<file path="src/rtl/riscv_defines.sv">
`default_nettype none
// +--------------------------------------------------------------------+
// | riscv_defines : shared widths and encodings for the core pipeline   |
// | Revision      : 1.0                                                 |
// +--------------------------------------------------------------------+
package riscv_defines;

  localparam int WORD_WIDTH     = 32;
  localparam int REG_ADDR_WIDTH = 5;

  typedef enum logic [1:0] {
    LSU_BYTE = 2'd0,
    LSU_HALF = 2'd1,
    LSU_WORD = 2'd2
  } lsu_size_e;

  typedef enum logic [1:0] {
    IDLE = 2'd0,
    REQ  = 2'd1,
    WAIT = 2'd2
  } lsu_state_e;

endpackage
`default_nettype wire

</file>
<file path="src/rtl/lsu_load_align.sv">
`default_nettype none
// +--------------------------------------------------------------------+
// | lsu_load_align : extracts a byte/half/word from a read word and     |
// |                  sign- or zero-extends it                           |
// | Revision       : 1.0                                                |
// +--------------------------------------------------------------------+
module lsu_load_align
  import riscv_defines::*;
(
  input  logic [WORD_WIDTH-1:0] i_rdata,
  input  logic [1:0]            i_offset,
  input  logic [1:0]            i_size,
  input  logic                  i_unsigned,
  output logic [WORD_WIDTH-1:0] o_wdata
);

  logic [WORD_WIDTH-1:0] w_shifted;

  always_comb begin
    w_shifted = i_rdata >> {i_offset, 3'b000};
    case (lsu_size_e'(i_size))
      LSU_BYTE: o_wdata = {{(WORD_WIDTH-8){~i_unsigned & w_shifted[7]}}, w_shifted[7:0]};
      LSU_HALF: o_wdata = {{(WORD_WIDTH-16){~i_unsigned & w_shifted[15]}}, w_shifted[15:0]};
      default:  o_wdata = w_shifted;
    endcase
  end

endmodule
`default_nettype wire

</file>
<file path="src/rtl/lsu_stage.sv">
`default_nettype none
// +--------------------------------------------------------------------+
// | lsu_stage : single-outstanding load/store unit between EX and WB    |
// | Revision  : 1.0                                                     |
// +--------------------------------------------------------------------+
module lsu_stage
  import riscv_defines::*;
(
  input  logic                      clk,
  input  logic                      rst,
  input  logic                      ex_valid_i,
  output logic                      ex_ready_o,
  input  logic                      ex_we_i,
  input  logic [1:0]                ex_size_i,
  input  logic                      ex_unsigned_i,
  input  logic [WORD_WIDTH-1:0]     ex_addr_i,
  input  logic [WORD_WIDTH-1:0]     ex_wdata_i,
  input  logic [REG_ADDR_WIDTH-1:0] ex_rd_i,
  output logic                      data_req_o,
  output logic [WORD_WIDTH-1:0]     data_addr_o,
  output logic                      data_we_o,
  output logic [3:0]                data_be_o,
  output logic [WORD_WIDTH-1:0]     data_wdata_o,
  input  logic [WORD_WIDTH-1:0]     data_rdata_i,
  input  logic                      data_rvalid_i,
  input  logic                      data_gnt_i,
  output logic                      wb_valid_o,
  output logic                      wb_we_o,
  output logic [REG_ADDR_WIDTH-1:0] wb_rd_o,
  output logic [WORD_WIDTH-1:0]     wb_data_o,
  output logic                      stall_o,
  output logic                      misalign_o
);

  lsu_state_e                r_state, w_state_next;
  lsu_size_e                 r_size, w_size;
  logic                      r_we, r_unsigned;
  logic [1:0]                r_off;
  logic [REG_ADDR_WIDTH-1:0] r_rd;
  logic [WORD_WIDTH-1:0]     r_addr, r_wdata;
  logic [3:0]                r_be;
  logic                      r_wb_valid, r_wb_we, r_misalign;
  logic [REG_ADDR_WIDTH-1:0] r_wb_rd;
  logic [WORD_WIDTH-1:0]     r_wb_data;

  logic                      w_misalign, w_accept, w_done;
  logic [3:0]                w_be;
  logic [WORD_WIDTH-1:0]     w_wdata, w_load_data;

  // Reserved size encoding 2'b11 behaves as a word access.
  always_comb begin
    w_size = (ex_size_i == 2'b11) ? LSU_WORD : lsu_size_e'(ex_size_i);
    w_be    = 4'b1111;
    w_wdata = ex_wdata_i;
    case (w_size)
      LSU_BYTE: begin
        w_be    = 4'b0001 << ex_addr_i[1:0];
        w_wdata = {4{ex_wdata_i[7:0]}};
      end
      LSU_HALF: begin
        w_be    = 4'b0011 << {ex_addr_i[1], 1'b0};
        w_wdata = {2{ex_wdata_i[15:0]}};
      end
      default: ;
    endcase
    w_misalign = ((w_size == LSU_HALF) && ex_addr_i[0]) ||
                 ((w_size == LSU_WORD) && (ex_addr_i[1:0] != 2'b00));
  end

  assign w_accept = (r_state == IDLE) && ex_valid_i && !w_misalign;
  assign w_done   = (r_state == WAIT) && data_rvalid_i;

  always_comb begin
    w_state_next = r_state;
    case (r_state)
      IDLE:    if (w_accept)   w_state_next = REQ;
      REQ:     if (data_gnt_i) w_state_next = WAIT;
      WAIT:    if (w_done)     w_state_next = IDLE;
      default: w_state_next = IDLE;
    endcase
  end

  always_ff @(posedge clk or posedge rst) begin
    if (rst) begin
      r_state <= IDLE;
    end else begin
      r_state <= w_state_next;
    end
  end

  always_ff @(posedge clk or posedge rst) begin
    if (rst) begin
      r_size     <= LSU_BYTE;
      r_we       <= 1'b0;
      r_unsigned <= 1'b0;
      r_off      <= 2'b00;
      r_rd       <= '0;
      r_addr     <= '0;
      r_wdata    <= '0;
      r_be       <= 4'b0000;
    end else if (w_accept) begin
      r_size     <= w_size;
      r_we       <= ex_we_i;
      r_unsigned <= ex_unsigned_i;
      r_off      <= ex_addr_i[1:0];
      r_rd       <= ex_rd_i;
      r_addr     <= {ex_addr_i[WORD_WIDTH-1:2], 2'b00};
      r_wdata    <= w_wdata;
      r_be       <= w_be;
    end
  end

  lsu_load_align u_load_align (
    .i_rdata    (data_rdata_i),
    .i_offset   (r_off),
    .i_size     (r_size),
    .i_unsigned (r_unsigned),
    .o_wdata    (w_load_data)
  );

  // Stores complete through the same path but never write the register file.
  always_ff @(posedge clk or posedge rst) begin
    if (rst) begin
      r_wb_valid <= 1'b0;
      r_wb_we    <= 1'b0;
      r_wb_rd    <= '0;
      r_wb_data  <= '0;
      r_misalign <= 1'b0;
    end else begin
      r_wb_valid <= w_done;
      r_wb_we    <= w_done && !r_we;
      r_misalign <= (r_state == IDLE) && ex_valid_i && w_misalign;
      if (w_done) begin
        r_wb_rd   <= r_rd;
        r_wb_data <= r_we ? '0 : w_load_data;
      end
    end
  end

  assign ex_ready_o   = (r_state == IDLE);
  assign stall_o      = ~ex_ready_o;
  assign data_req_o   = (r_state == REQ);
  assign data_addr_o  = r_addr;
  assign data_we_o    = r_we;
  assign data_be_o    = r_be;
  assign data_wdata_o = r_wdata;
  assign wb_valid_o   = r_wb_valid;
  assign wb_we_o      = r_wb_we;
  assign wb_rd_o      = r_wb_rd;
  assign wb_data_o    = r_wb_data;
  assign misalign_o   = r_misalign;

endmodule
`default_nettype wire
</file>
<file path="config.mk">
export PLATFORM = sky130hd
export DESIGN_NAME = lsu_stage
export DESIGN_NICKNAME = d
export VERILOG_FILES = /design/src/rtl/riscv_defines.sv /design/src/rtl/lsu_load_align.sv /design/src/rtl/lsu_stage.sv
export SDC_FILE = /design/constraint.sdc
export NUM_CORES = 1
export LEC_CHECK = 0
export CORE_ASPECT_RATIO = 0.7
export CORE_UTILIZATION = 45
export CTS_BUF_LIST = sky130_fd_sc_hd__clkbuf_16
export DETAILED_ROUTE_END_ITERATION = 8
export PLACE_DENSITY = 0.81
export SLEW_MARGIN = 20
export SYNTH_ARGS = -nofsm -noshare
export SYNTH_HDL_FRONTEND = slang
export SYNTH_HIERARCHICAL = 1
export SYNTH_SLANG_ARGS = --single-unit
</file>
<file path="constraint.sdc">
create_clock -name clk -period 4.56 [get_ports clk]
set_clock_uncertainty 0.1 [all_clocks]
set_input_delay 0.456 -clock clk [delete_from_list [all_inputs] [get_ports clk]]
set_output_delay 0.456 -clock clk [all_outputs]
set_load 0.005 [all_outputs]
</file>
==> results.sh <==
export IMPL_tns_ps=0
export IMPL_num_antenna_cells=0
export IMPL_reg2reg_to="wb_data_o[31]"
export IMPL_cts_hold_buffers=0
export IMPL_drc=0
export IMPL_synth_edff_count=0
export IMPL_grt_max_degree=81
export IMPL_fill_cells=946
export IMPL_cp_arrival_ps=1940
export IMPL_drtIter0Drc=224
export IMPL_drv_slew=0
export IMPL_grt_pass1_vias=4877
export IMPL_synth_top_area_share_pct=49.17
export IMPL_setup_viol=0
export IMPL_antenna_found_initial=0
export IMPL_cts_resized=0
export IMPL_rsz0062_at_grt="no"
export IMPL_combPwrFrac_pct=42.4
export IMPL_yosysSeqAreaShare_pct=49.17
export IMPL_power_density_mw_per_mm2=607.5
export IMPL_worst_pin_slew_ps=1050
export IMPL_hp_class="reg2reg"
export IMPL_ys_types=39
export IMPL_p_leak_nw=3.879
export IMPL_drv_cap=0
export IMPL_hold_violations=0
export IMPL_dp_hpwl_um=11310
export IMPL_p_clk_share_pct=23.7
export IMPL_fin_crit_sh_pct=54.79
export IMPL_hp_start="wb_data_o[15]"
export IMPL_root_buffer="clkbuf_16"
export IMPL_wl_um=16150
export IMPL_vias_per_cell=5.108
export IMPL_relSlewSlack_pct=29.97
export IMPL_syn_area_per_cell_sq_um=12.11
export IMPL_async_flop_share_pct=100.0
export IMPL_p_sw_w=0.001653
export IMPL_endpoint="data_we_o"
export IMPL_max_clock_freq_ghz=0.4003
export IMPL_ys_flop_type="dfrtp_1"
export IMPL_cpPeakStageDelay_ps=890
export IMPL_synth_largest_area_cell="dfrtp_1"
export IMPL_grt_pass1_wl_um=25560
export IMPL_clkSinkCount=119
export IMPL_path_depth=1
export IMPL_vias=4551
export IMPL_io_buffers=219
export IMPL_ys_seq_elements=119
export IMPL_synthCells=500
export IMPL_io_pins=222
export IMPL_worstPathRequired_ps=4000
export IMPL_sw_frac_of_total_pct=30.66
export IMPL_r2r_slack_ps=2140
export IMPL_cts_buffers=17
export IMPL_place_area_sq_mm=0.008308
export IMPL_dieArea_sq_mm=0.01393
export IMPL_cts_setup_buffers=0
export IMPL_critPathTopFamily="flip-flops"
export IMPL_synth_common_cells="dfrtp_1, mux2_4, nand2_1"
export IMPL_status="complete, no violations"
export IMPL_cp_cell_sequence="clkdlybuf4s50_1"
export IMPL_crit_start="data_we_o"
export IMPL_cp_num_buf_inv=1
export IMPL_firstDrtPassIters=4
export IMPL_internal_power_w=0.003738
export IMPL_finalCriticalPeriod_ps=2498
export IMPL_detail_route_wl_per_cell_um=18.12
export IMPL_fp_coreArea_sq_mm=0.01314
export IMPL_clk_latency_ps=400
export IMPL_r2r_start="r_off[1]"
export IMPL_die_h_um=99.06
export IMPL_htree_num_levels=4
export IMPL_seqPwrFrac_pct=33.9
export IMPL_grt_overflow=0
export IMPL_area_growth_pct=46.55
export IMPL_routabilityCongestion=0.8926
export IMPL_ir_drop_uv=298.6
export IMPL_slowest_stage="dfrtp_1"
export IMPL_clk_path_buf_depth=2
export IMPL_die_x_um=140.7
export IMPL_grt_use_total_pct=24.03
export IMPL_nets=822
export IMPL_startpoint_type="flip-flop"
export IMPL_critPathKind="reg2out"
export IMPL_clk_pin_slew_ps=60
export IMPL_stdcell_area_sq_mm=0.008875
export IMPL_yosys_warnings=6
export IMPL_critical_path_endpoint_type="output port"
export IMPL_fp_row_count=35
export IMPL_cts_tree="built"
export IMPL_syn_area_sq_mm=0.006056
export IMPL_synthTopCellsByArea="dfrtp_1, mux2_4, mux2_2"
export IMPL_crit_path_max_fanout=35
export IMPL_ant_nets=0
export IMPL_rr_worst_depth=5
export IMPL_initial_utilization_pct=46.10
export IMPL_drive_gt1_share_pct=20.97
export IMPL_synth_most_common_cell="dfrtp_1"
==> worst min-delay path by stage <==
stage               cells past startpoint  slack [ps]            end
floorplan                               2         370  wb_data_o[10]
detailed placement                      2         380  wb_data_o[15]
finish                                  2         390  wb_data_o[15]
global placement                        2         360  wb_data_o[28]
global route                            2         410  wb_data_o[29]
CTS                                     2         390  wb_data_o[15]
==> power by group through the flow <==
stage / sequential [W] / combinational, W / clock, W
detailed placement: 0.00182 / 0.00229 / 0
CTS: 0.00183 / 0.00230 / 0.00130
floorplan: 0.00176 / 0.00122 / 0
finish: 0.00183 / 0.00229 / 0.00128
global placement: 0.00181 / 0.00223 / 0
global route: 0.00189 / 0.00246 / 0.00135
==> registers in the layout (all words and copies together), names as in the netlist <==
signal / cells
data_wdata_o: 32
wb_data_o: 32
data_addr_o: 30
r_rd: 5
wb_rd_o: 5
data_be_o: 4
r_off: 2
r_size: 2
r_state: 2
data_we_o: 1
misalign_o: 1
r_unsigned: 1
wb_valid_o: 1
wb_we_o: 1
==> metal layers <==
layer  track usage (%)  part of all wire, %  up-vias
met5                 0                    0        -
met4             6.104                 0.67        0
met3             7.726                  7.3        7
met2             39.61                   48      160
met1             30.69                   44     2197
li1                  -                    -     2187
==> stage by stage <==
stage	std cells	hold WS, ps	total power, W	worst slack, ps	utilization (%)
after global placement	859	361.5	0.004046	1805	63.24
final	891	389.1	0.005392	2062	67.55
after floorplan	501	373.3	0.002978	846.5	-
after global routing	891	413.6	0.005702	1923	67.55
after CTS	891	388.5	0.005426	2034	67.53
after detailed placement	859	376.6	0.004113	1769	63.24
==> worst min-delay path, delay by kind of cell (launching register included) <==
family,cells,cell delay (ps)
AOI/OAI and AO/OA,1,60
and+or+nand+nor,1,50
DFF,1,340
==> final cells by class <==
| type | count | area [sq um] | area share [%] |
|---|---|---|---|
| flip-flops and latches | 119 | 2978 | 33.55 |
| clock buffers | 17 | 425.4 | 4.793 |
| well taps | 166 | 207.7 | 2.340 |
| clock inverters | 15 | 138.9 | 1.565 |
| repair buffers | 228 | 2260 | 25.46 |
| inverters | 5 | 23.77 | 0.2679 |
| multi-input cells | 341 | 2841 | 32.02 |
==> cell families after synthesis <==
family | Yosys count | share of synthesized area (%)
other | 1 | 0.06192
AO/OA/AOI/OAI | 101 | 10.35
XOR/XNOR | 2 | 0.2893
flip-flops | 119 | 49.17
multiplexers | 122 | 25.95
AND/OR/NAND/NOR | 114 | 10.08
buffers and inverters | 41 | 4.091
==> placed cells by master (no fill, tap or decap), types with 8 or more instances in the layout <==
| cell type | count |
|---|---|
| mux2i_1 | 25 |
| a21oi_1 | 26 |
| clkdlybuf4s50_1 | 219 |
| dfrtp_1 | 119 |
| mux2_4 | 61 |
| buf_4 | 9 |
| o2bb2ai_1 | 8 |
| mux2_2 | 32 |
| o21ai_0 | 37 |
| nand2b_1 | 35 |
| nor2b_1 | 10 |
| clkbuf_16 | 17 |
| o22ai_1 | 8 |
| nand2_1 | 43 |
| or2_2 | 9 |
(Power assumes the default switching activity.)
